`src/rtl/fg_sram_arbiter_pkg.sv`:
```
// Shared constants and address helpers for the foreground SRAM arbiter.
// Addresses are row-major words: y * width + x.
package fg_sram_arbiter_pkg;

    localparam int FG_PRECISION    = 11;
    localparam int FG_PIXEL_SIZE   = 16;
    localparam int FG_RESOLUTION_X = 800;
    localparam int FG_RESOLUTION_Y = 600;
    localparam int FG_ADDR_WIDTH   = 19;

    // Full-width word address; callers truncate to their address width.
    function automatic int fg_addr(input int x, input int y, input int res_x);
        return y * res_x + x;
    endfunction

    // Signed bounds check so negative request coordinates land out of range.
    function automatic logic fg_in_range(input int x, input int y,
                                         input int res_x, input int res_y);
        return (x >= 0) && (x < res_x) && (y >= 0) && (y < res_y);
    endfunction

endpackage

```
`src/rtl/fg_write_fifo.sv`:
```
// Synchronous FIFO for buffered foreground writes; head word is visible on
// dout while not empty, so a pop consumes it in the same cycle.
module fg_write_fifo
    import fg_sram_arbiter_pkg::*;
#(
    parameter int WIDTH = FG_ADDR_WIDTH + FG_PIXEL_SIZE,
    parameter int DEPTH = 16
) (
    input  logic                     clk,
    input  logic                     rst,
    input  logic                     push,
    input  logic [WIDTH-1:0]         din,
    input  logic                     pop,
    output logic [WIDTH-1:0]         dout,
    output logic                     full,
    output logic                     empty,
    output logic [$clog2(DEPTH):0]   level
);

    localparam int AW = $clog2(DEPTH);
    localparam int LW = AW + 1;

    logic [WIDTH-1:0] mem [DEPTH];
    logic [AW-1:0]    wr_ptr;
    logic [AW-1:0]    rd_ptr;
    logic             push_ok;
    logic             pop_ok;

    assign push_ok = push & ~full;
    assign pop_ok  = pop & ~empty;

    always_ff @(posedge clk) begin
        if (rst) begin
            wr_ptr <= '0;
            rd_ptr <= '0;
            level  <= '0;
        end else begin
            if (push_ok) wr_ptr <= wr_ptr + AW'(1);
            if (pop_ok)  rd_ptr <= rd_ptr + AW'(1);
            case ({push_ok, pop_ok})
                2'b10:   level <= level + LW'(1);
                2'b01:   level <= level - LW'(1);
                default: level <= level;
            endcase
        end
    end

    always_ff @(posedge clk) begin
        if (push_ok) mem[wr_ptr] <= din;
    end

    assign dout  = mem[rd_ptr];
    assign full  = (level == LW'(DEPTH));
    assign empty = (level == '0);

endmodule

```
`src/rtl/fg_sram_arbiter.sv`:
```
// Shares the foreground SRAM: fixed-latency prioritised reads from the
// compositing pipeline, FIFO-buffered capture writes drained into idle slots.
module fg_sram_arbiter
    import fg_sram_arbiter_pkg::*;
#(
    parameter int PRECISION         = FG_PRECISION,
    parameter int PIXEL_SIZE        = FG_PIXEL_SIZE,
    parameter int RESOLUTION_X      = FG_RESOLUTION_X,
    parameter int RESOLUTION_Y      = FG_RESOLUTION_Y,
    parameter int ADDR_WIDTH        = FG_ADDR_WIDTH,
    parameter int SRAM_READ_LATENCY = 2,
    parameter int RESPONSE_DELAY    = 5,
    parameter int WR_FIFO_DEPTH     = 16
) (
    input  logic                              clk,
    input  logic                              rst,
    input  logic                              rd_valid,
    input  logic                              rd_active,
    input  logic [PRECISION:0]                rd_x,
    input  logic [PRECISION:0]                rd_y,
    output logic [PIXEL_SIZE-1:0]             rd_pixel,
    output logic                              rd_skip,
    output logic                              rd_ready,
    input  logic                              wr_valid,
    output logic                              wr_ready,
    input  logic [PRECISION-1:0]              wr_x,
    input  logic [PRECISION-1:0]              wr_y,
    input  logic [PIXEL_SIZE-1:0]             wr_pixel,
    output logic                              wr_dropped,
    output logic [$clog2(WR_FIFO_DEPTH):0]    fifo_level,
    output logic                              sram_en,
    output logic                              sram_we,
    output logic [ADDR_WIDTH-1:0]             sram_addr,
    output logic [PIXEL_SIZE-1:0]             sram_wdata,
    input  logic [PIXEL_SIZE-1:0]             sram_rdata
);

    localparam int FIFO_W     = ADDR_WIDTH + PIXEL_SIZE;
    // tag/hit stages from S2 up to the edge that samples sram_rdata
    localparam int TAG_STAGES = SRAM_READ_LATENCY + 1;
    // response stages after capture; RESPONSE_DELAY >= SRAM_READ_LATENCY + 3
    localparam int PAD_STAGES = RESPONSE_DELAY - SRAM_READ_LATENCY - 2;

    logic                  rd_in_range;
    logic                  wr_in_range;
    logic [ADDR_WIDTH-1:0] rd_addr;
    logic [ADDR_WIDTH-1:0] wr_addr;

    assign rd_in_range = fg_in_range(int'($signed(rd_x)), int'($signed(rd_y)),
                                     RESOLUTION_X, RESOLUTION_Y);
    assign wr_in_range = fg_in_range(int'(wr_x), int'(wr_y), RESOLUTION_X, RESOLUTION_Y);
    assign rd_addr = ADDR_WIDTH'(fg_addr(int'($signed(rd_x)), int'($signed(rd_y)), RESOLUTION_X));
    assign wr_addr = ADDR_WIDTH'(fg_addr(int'(wr_x), int'(wr_y), RESOLUTION_X));

    // Write handshake: a beat transfers on a cycle where wr_valid & wr_ready;
    // wr_ready depends only on FIFO fullness and rst, never on wr_valid.
    logic              wr_fire;
    logic              fifo_push;
    logic              fifo_pop;
    logic              fifo_full;
    logic              fifo_empty;
    logic [FIFO_W-1:0] fifo_dout;

    assign wr_ready  = ~fifo_full & ~rst;
    assign wr_fire   = wr_valid & wr_ready;
    assign fifo_push = wr_fire & wr_in_range;

    fg_write_fifo #(
        .WIDTH (FIFO_W),
        .DEPTH (WR_FIFO_DEPTH)
    ) u_write_fifo (
        .clk   (clk),
        .rst   (rst),
        .push  (fifo_push),
        .din   ({wr_addr, wr_pixel}),
        .pop   (fifo_pop),
        .dout  (fifo_dout),
        .full  (fifo_full),
        .empty (fifo_empty),
        .level (fifo_level)
    );

    always_ff @(posedge clk) begin
        if (rst) wr_dropped <= 1'b0;
        else if (wr_fire & ~wr_in_range) wr_dropped <= 1'b1;
    end

    // S1: registered read slot
    logic                  s1_tag;
    logic                  s1_hit;
    logic [ADDR_WIDTH-1:0] s1_addr;

    always_ff @(posedge clk) begin
        if (rst) begin
            s1_tag  <= 1'b0;
            s1_hit  <= 1'b0;
            s1_addr <= '0;
        end else begin
            s1_tag  <= rd_valid;
            s1_hit  <= rd_valid & rd_active & rd_in_range;
            s1_addr <= rd_addr;
        end
    end

    // S2 issue: a read hit always owns the slot, otherwise drain one write.
    assign fifo_pop = ~s1_hit & ~fifo_empty;

    always_ff @(posedge clk) begin
        if (rst) begin
            sram_en    <= 1'b0;
            sram_we    <= 1'b0;
            sram_addr  <= '0;
            sram_wdata <= '0;
        end else if (s1_hit) begin
            sram_en    <= 1'b1;
            sram_we    <= 1'b0;
            sram_addr  <= s1_addr;
            sram_wdata <= '0;
        end else if (!fifo_empty) begin
            sram_en    <= 1'b1;
            sram_we    <= 1'b1;
            sram_addr  <= fifo_dout[FIFO_W-1:PIXEL_SIZE];
            sram_wdata <= fifo_dout[PIXEL_SIZE-1:0];
        end else begin
            sram_en    <= 1'b0;
            sram_we    <= 1'b0;
            sram_addr  <= '0;
            sram_wdata <= '0;
        end
    end

    // Response delay line: tag/hit ride alongside the SRAM access, data joins
    // at the capture edge, then pads out to the fixed response latency.
    logic [TAG_STAGES-1:0] tag_pipe;
    logic [TAG_STAGES-1:0] hit_pipe;
    logic                  resp_tag  [PAD_STAGES];
    logic                  resp_skip [PAD_STAGES];
    logic [PIXEL_SIZE-1:0] resp_data [PAD_STAGES];

    always_ff @(posedge clk) begin
        if (rst) begin
            tag_pipe <= '0;
            hit_pipe <= '0;
            for (int i = 0; i < PAD_STAGES; i++) begin
                resp_tag[i]  <= 1'b0;
                resp_skip[i] <= 1'b0;
                resp_data[i] <= '0;
            end
        end else begin
            tag_pipe[0] <= s1_tag;
            hit_pipe[0] <= s1_hit;
            for (int i = 1; i < TAG_STAGES; i++) begin
                tag_pipe[i] <= tag_pipe[i-1];
                hit_pipe[i] <= hit_pipe[i-1];
            end
            resp_tag[0]  <= tag_pipe[TAG_STAGES-1];
            resp_skip[0] <= tag_pipe[TAG_STAGES-1] & ~hit_pipe[TAG_STAGES-1];
            resp_data[0] <= hit_pipe[TAG_STAGES-1] ? sram_rdata : '0;
            for (int i = 1; i < PAD_STAGES; i++) begin
                resp_tag[i]  <= resp_tag[i-1];
                resp_skip[i] <= resp_skip[i-1];
                resp_data[i] <= resp_data[i-1];
            end
        end
    end

    assign rd_ready = resp_tag[PAD_STAGES-1];
    assign rd_skip  = resp_skip[PAD_STAGES-1];
    assign rd_pixel = resp_data[PAD_STAGES-1];

endmodule

```
`config.mk`:
```
export PLATFORM = sky130hd
export DESIGN_NAME = fg_sram_arbiter
export DESIGN_NICKNAME = d
export VERILOG_FILES = /design/src/rtl/fg_sram_arbiter_pkg.sv /design/src/rtl/fg_write_fifo.sv /design/src/rtl/fg_sram_arbiter.sv
export SDC_FILE = /design/constraint.sdc
export NUM_CORES = 1
export LEC_CHECK = 0
export ABC_AREA = 1
export CAP_MARGIN = 5
export CORE_ASPECT_RATIO = 1.25
export CORE_MARGIN = 2
export CORE_UTILIZATION = 55
export DETAILED_ROUTE_END_ITERATION = 10
export PLACE_DENSITY = 0.74
export SYNTH_ARGS = -nofsm -noshare
export SYNTH_HDL_FRONTEND = slang
export SYNTH_SLANG_ARGS = --single-unit
```
`constraint.sdc`:
```
create_clock -name clk -period 5.54 [get_ports clk]
set_input_delay 0.554 -clock clk [delete_from_list [all_inputs] [get_ports clk]]
set_output_delay 0.554 -clock clk [all_outputs]
set_load 0.01 [all_outputs]
```
==> metrics.md <==
| Metric | Value |
|---|---|
| Power, Total | `14.0 mW` |
| Die Ht | `257 um` |
| Largest net degree at the start of global routing | `150` |
| Count of final setup violators | `0` |
| Synth warn | `0` |
| Final instance area | `32,100 um2` |
| CP arrival | `approximately 4.6 ns` |
| Die W | `206 um` |
| Worst skew pair latency | `0.63 ns` |
| Max IR drop VDD | `0.456 mV` |
| FF-to-FF setup slack | `2.17 ns` |
| Fraction of layout cells with a size suffix above 1 | `0.0565` |
| Clock Power Share | `0.288` |
| Fmax | `248 MHz` |
| Seq pwr share | `0.432` |
| Asr flop ratio synth | `0` |
| Port bufs | `144` |
| Startpoint Class | `primary input` |
| Final Util | `0.637` |
| Seq cells post-synth | `660` |
| Remaining DRCs | `0` |
| Final hold viol count | `0` |
| Gr usage total | `0.257` |
| Place WS | `between 0.9 and 1 ns` |
| Post-Synthesis Cells | `2,415` |
| Mux cell area share after synthesis | `0` |
| Total iterations of the first detailed-routing run | `6` |
| Post-synthesis sequential area ratio | `0.671` |
| Post-synthesis simple-gate area fraction | `0.106` |
| Synth Area in Compound Gates | `0.115` |
| Drt via density | `5.86` |
| Hold WS | `0.407 ns` |
| Final WL | `68,200 um` |
| FF-to-FF path depth | `7` |
| Req. time, crit path | `6.10 ns` |
| Final WS setup | `~1.5 ns` |
| Most frequent cells in the layout | `edfxtp_1, nor2_1, o21ai_0` |
| CTS Root Cell | `clkbuf_16` |
| Fill count | `approximately 3,800` |
| Total negative slack | `0 ns` |
| Synth Flop Type | `edfxtp_1` |
| Net Switching | `4.52 mW` |
| Slew @ Worst Pin | `1.20 ns` |
| Mean Syn Cell Area | `11.6 um2` |
| Iteration-0 DRC Markers | `2,032` |
| Dpl hpwl | `38,900 um` |
| Post-synth EDFFs | `560` |
| Placed cells | `around 3,100` |
| Cells resized by post-CTS repair | `0` |
| Final #Nets | `2,734` |
| Min-Delay Path Class | `reg2reg` |
| Period utilization | `0.728` |
| Initial core utilization | `0.557` |
| Setup crit start | `rd_y[5]` |
| Fin. max-slew vios | `0` |
| GP Congestion | `roughly 0.84` |
| H-tree lvl count | `2` |
| Row count | `92` |
| Multi-input gate area | `approximately 8100 um2` |
| Max_cap viols | `0` |
| Reg area | `18,800 um2` |
| DRT antenna net count | `0` |
| Dominant cell type by area after synthesis | `edfxtp_1` |
| Worst setup EP type | `flop` |
| Vias in the first global route | `18,500` |
| RSZ-0062 raised after global routing | `false` |
| Skew final | `0.0293 ns` |
| Syn_nets | `2,616` |
| Area after DPL | `30,200 um2` |
| R2R Path End | `sram_addr[9]$_SDFF_PP0_` |
| Crit Path Max Fanout | `6` |
| First-pass GRT wire length | `103,000 um` |
| Initial antenna violation count | `4` |
| IO Count | `145` |
| Synth Cell Area | `between 20,000 and 30,000 um2` |
| Area contributors post-synth | `edfxtp_1, dfxtp_1, nor2_1` |
| Final cell count without fillers | `3,244` |
| Synth unique cells | `42` |
| Combinational share of power | `0.280` |
| Largest family of logic cells by synthesized area | `compound AO/OA/AOI/OAI gates` |
| Synth-to-layout area growth | `14.5%` |
| Via Count | `~19,000` |
| Max Buffers Root-to-Sink | `3` |
| Final min period | `4.03 ns` |
| Max-slew headroom | `0.198` |
| WL/cell | `about 21 um` |
| Critical path type | `in2reg` |
| Switching Share | `0.324` |
| Cell-internal power | `between 9 and 10 mW` |
| Total CTS buffers | `60` |
| Postcts setup bufs | `0` |
| CP Capture Point | `s1_addr[17]$_SDFF_PP0_` |
| DIE AREA | `52,900 um2` |
| Grt total ovfl | `0` |
| Core area | `50,400 um2` |
| Post-synthesis xor/xnor area fraction | `0.00718` |
| Status | `finished clean` |
| Power per cell area | `between 400 and 500 nW/um2` |
| Clock transition at path regs | `0.07 ns` |
| Synth Area in Adders | `0.0574` |
| Hold_buf cts | `0` |
| Clock sinks | `660` |
| Commonest non-fill, non-tap cell in the layout | `edfxtp_1` |
| CTS tree | `built` |
| Yosys top cell area share | `0.599` |
| Leak | `11.6 nW` |
worst min-delay path by stage:
stage / startpoint / end / slack, ns / depth (start not counted)
finish: s1_tag$_SDFF_PP0_ / tag_pipe[0]$_SDFF_PP0_ / 0.41 / 2
global placement: tag_pipe[1]$_SDFF_PP0_ / tag_pipe[2]$_SDFF_PP0_ / 0.39 / 2
global route: sram_rdata[7] / resp_data[0][7]$_SDFF_PP0_ / 0.43 / 3
floorplan: hit_pipe[0]$_SDFF_PP0_ / hit_pipe[1]$_SDFF_PP0_ / 0.39 / 2
CTS: s1_tag$_SDFF_PP0_ / tag_pipe[0]$_SDFF_PP0_ / 0.41 / 2
detailed placement: s1_tag$_SDFF_PP0_ / tag_pipe[0]$_SDFF_PP0_ / 0.40 / 2
state kept, by name (all words and copies together), names as in the netlist, 3 cells and up, named ones only:
name	count
s1_addr	19
hit_pipe	3
sram_wdata	16
u_write_fifo.level	5
tag_pipe	3
u_write_fifo.mem	560
resp_data	16
u_write_fifo.wr_ptr	4
u_write_fifo.rd_ptr	4
sram_addr	19
cell usage after synthesis (all sizes together), types with 2 or more instances:
library cell	count
ha	100
fa	18
xor2	13
clkbuf	62
o211ai	31
o21a	3
o21bai	2
or2	3
nand2	265
dfxtp	100
edfxtp	560
nor2	420
a21oi	48
o221ai	29
inv	156
nand3	52
a211oi	2
nand4	9
buf	62
a21o	3
a31oi	18
a21boi	3
o31ai	11
o22ai	72
o21ai	350
nor3	7
xnor2	10
nor4	2
metal layers:
layer  global-route usage  wire, um
met5                    0        24
met3               0.0391      5170
met1                0.329     26200
met4               0.0889      2160
met2                0.445     34700
worst max-delay path: stages:
cell and delay [ns]:
clkdlybuf4s50_1 0.58, inv_1 0.11, ha_1 0.28, inv_1 0.05
fa_1 0.49, inv_1 0.04, ha_1 0.28, ha_1 0.37
nand2_1 0.07, o21ai_0 0.37, a31oi_1 0.16, xnor2_1 0.16
ha_1 0.38, nand2_1 0.09, nor2_1 0.13, nand4_1 0.11
o2111ai_1 0.10, o21ai_0 0.11, a21oi_1 0.13
cell families (layout without fill, tap and decap cells):
| group | Yosys count | in the layout |
|---|---|---|
| adders and majority gates | 118 | 118 |
| DFF | 660 | 660 |
| and+or+nand+nor | 759 | 759 |
| other | 0 | 2 |
| AOI/OAI and AO/OA | 574 | 574 |
| xor gates and xnor gates | 23 | 23 |
| buffers and inverters | 281 | 450 |
power by group through the flow:
| stage | clock network (mW) | registers [mW] | logic, mW |
|---|---|---|---|
| after floorplan | 0 | 6.07 | 2.70 |
| after global placement | 0 | 6.13 | 3.74 |
| after detailed placement | 0 | 6.14 | 3.87 |
| after CTS | 4.06 | 6.03 | 3.90 |
| after global routing | 4.24 | 6.06 | 4.36 |
| final | 4.02 | 6.03 | 3.91 |
final cells by class:
type | count | share of cell area
repair buffers | 180 | 0.0572
clock buffers | 88 | 0.0522
clock inverters | 25 | 0.00709
multi-input cells | 1474 | 0.253
inverters | 157 | 0.0185
flip-flops and latches | 660 | 0.586
well taps | 658 | 0.0256
diodes | 2 | 0.000156
(Power assumes the default switching activity.)
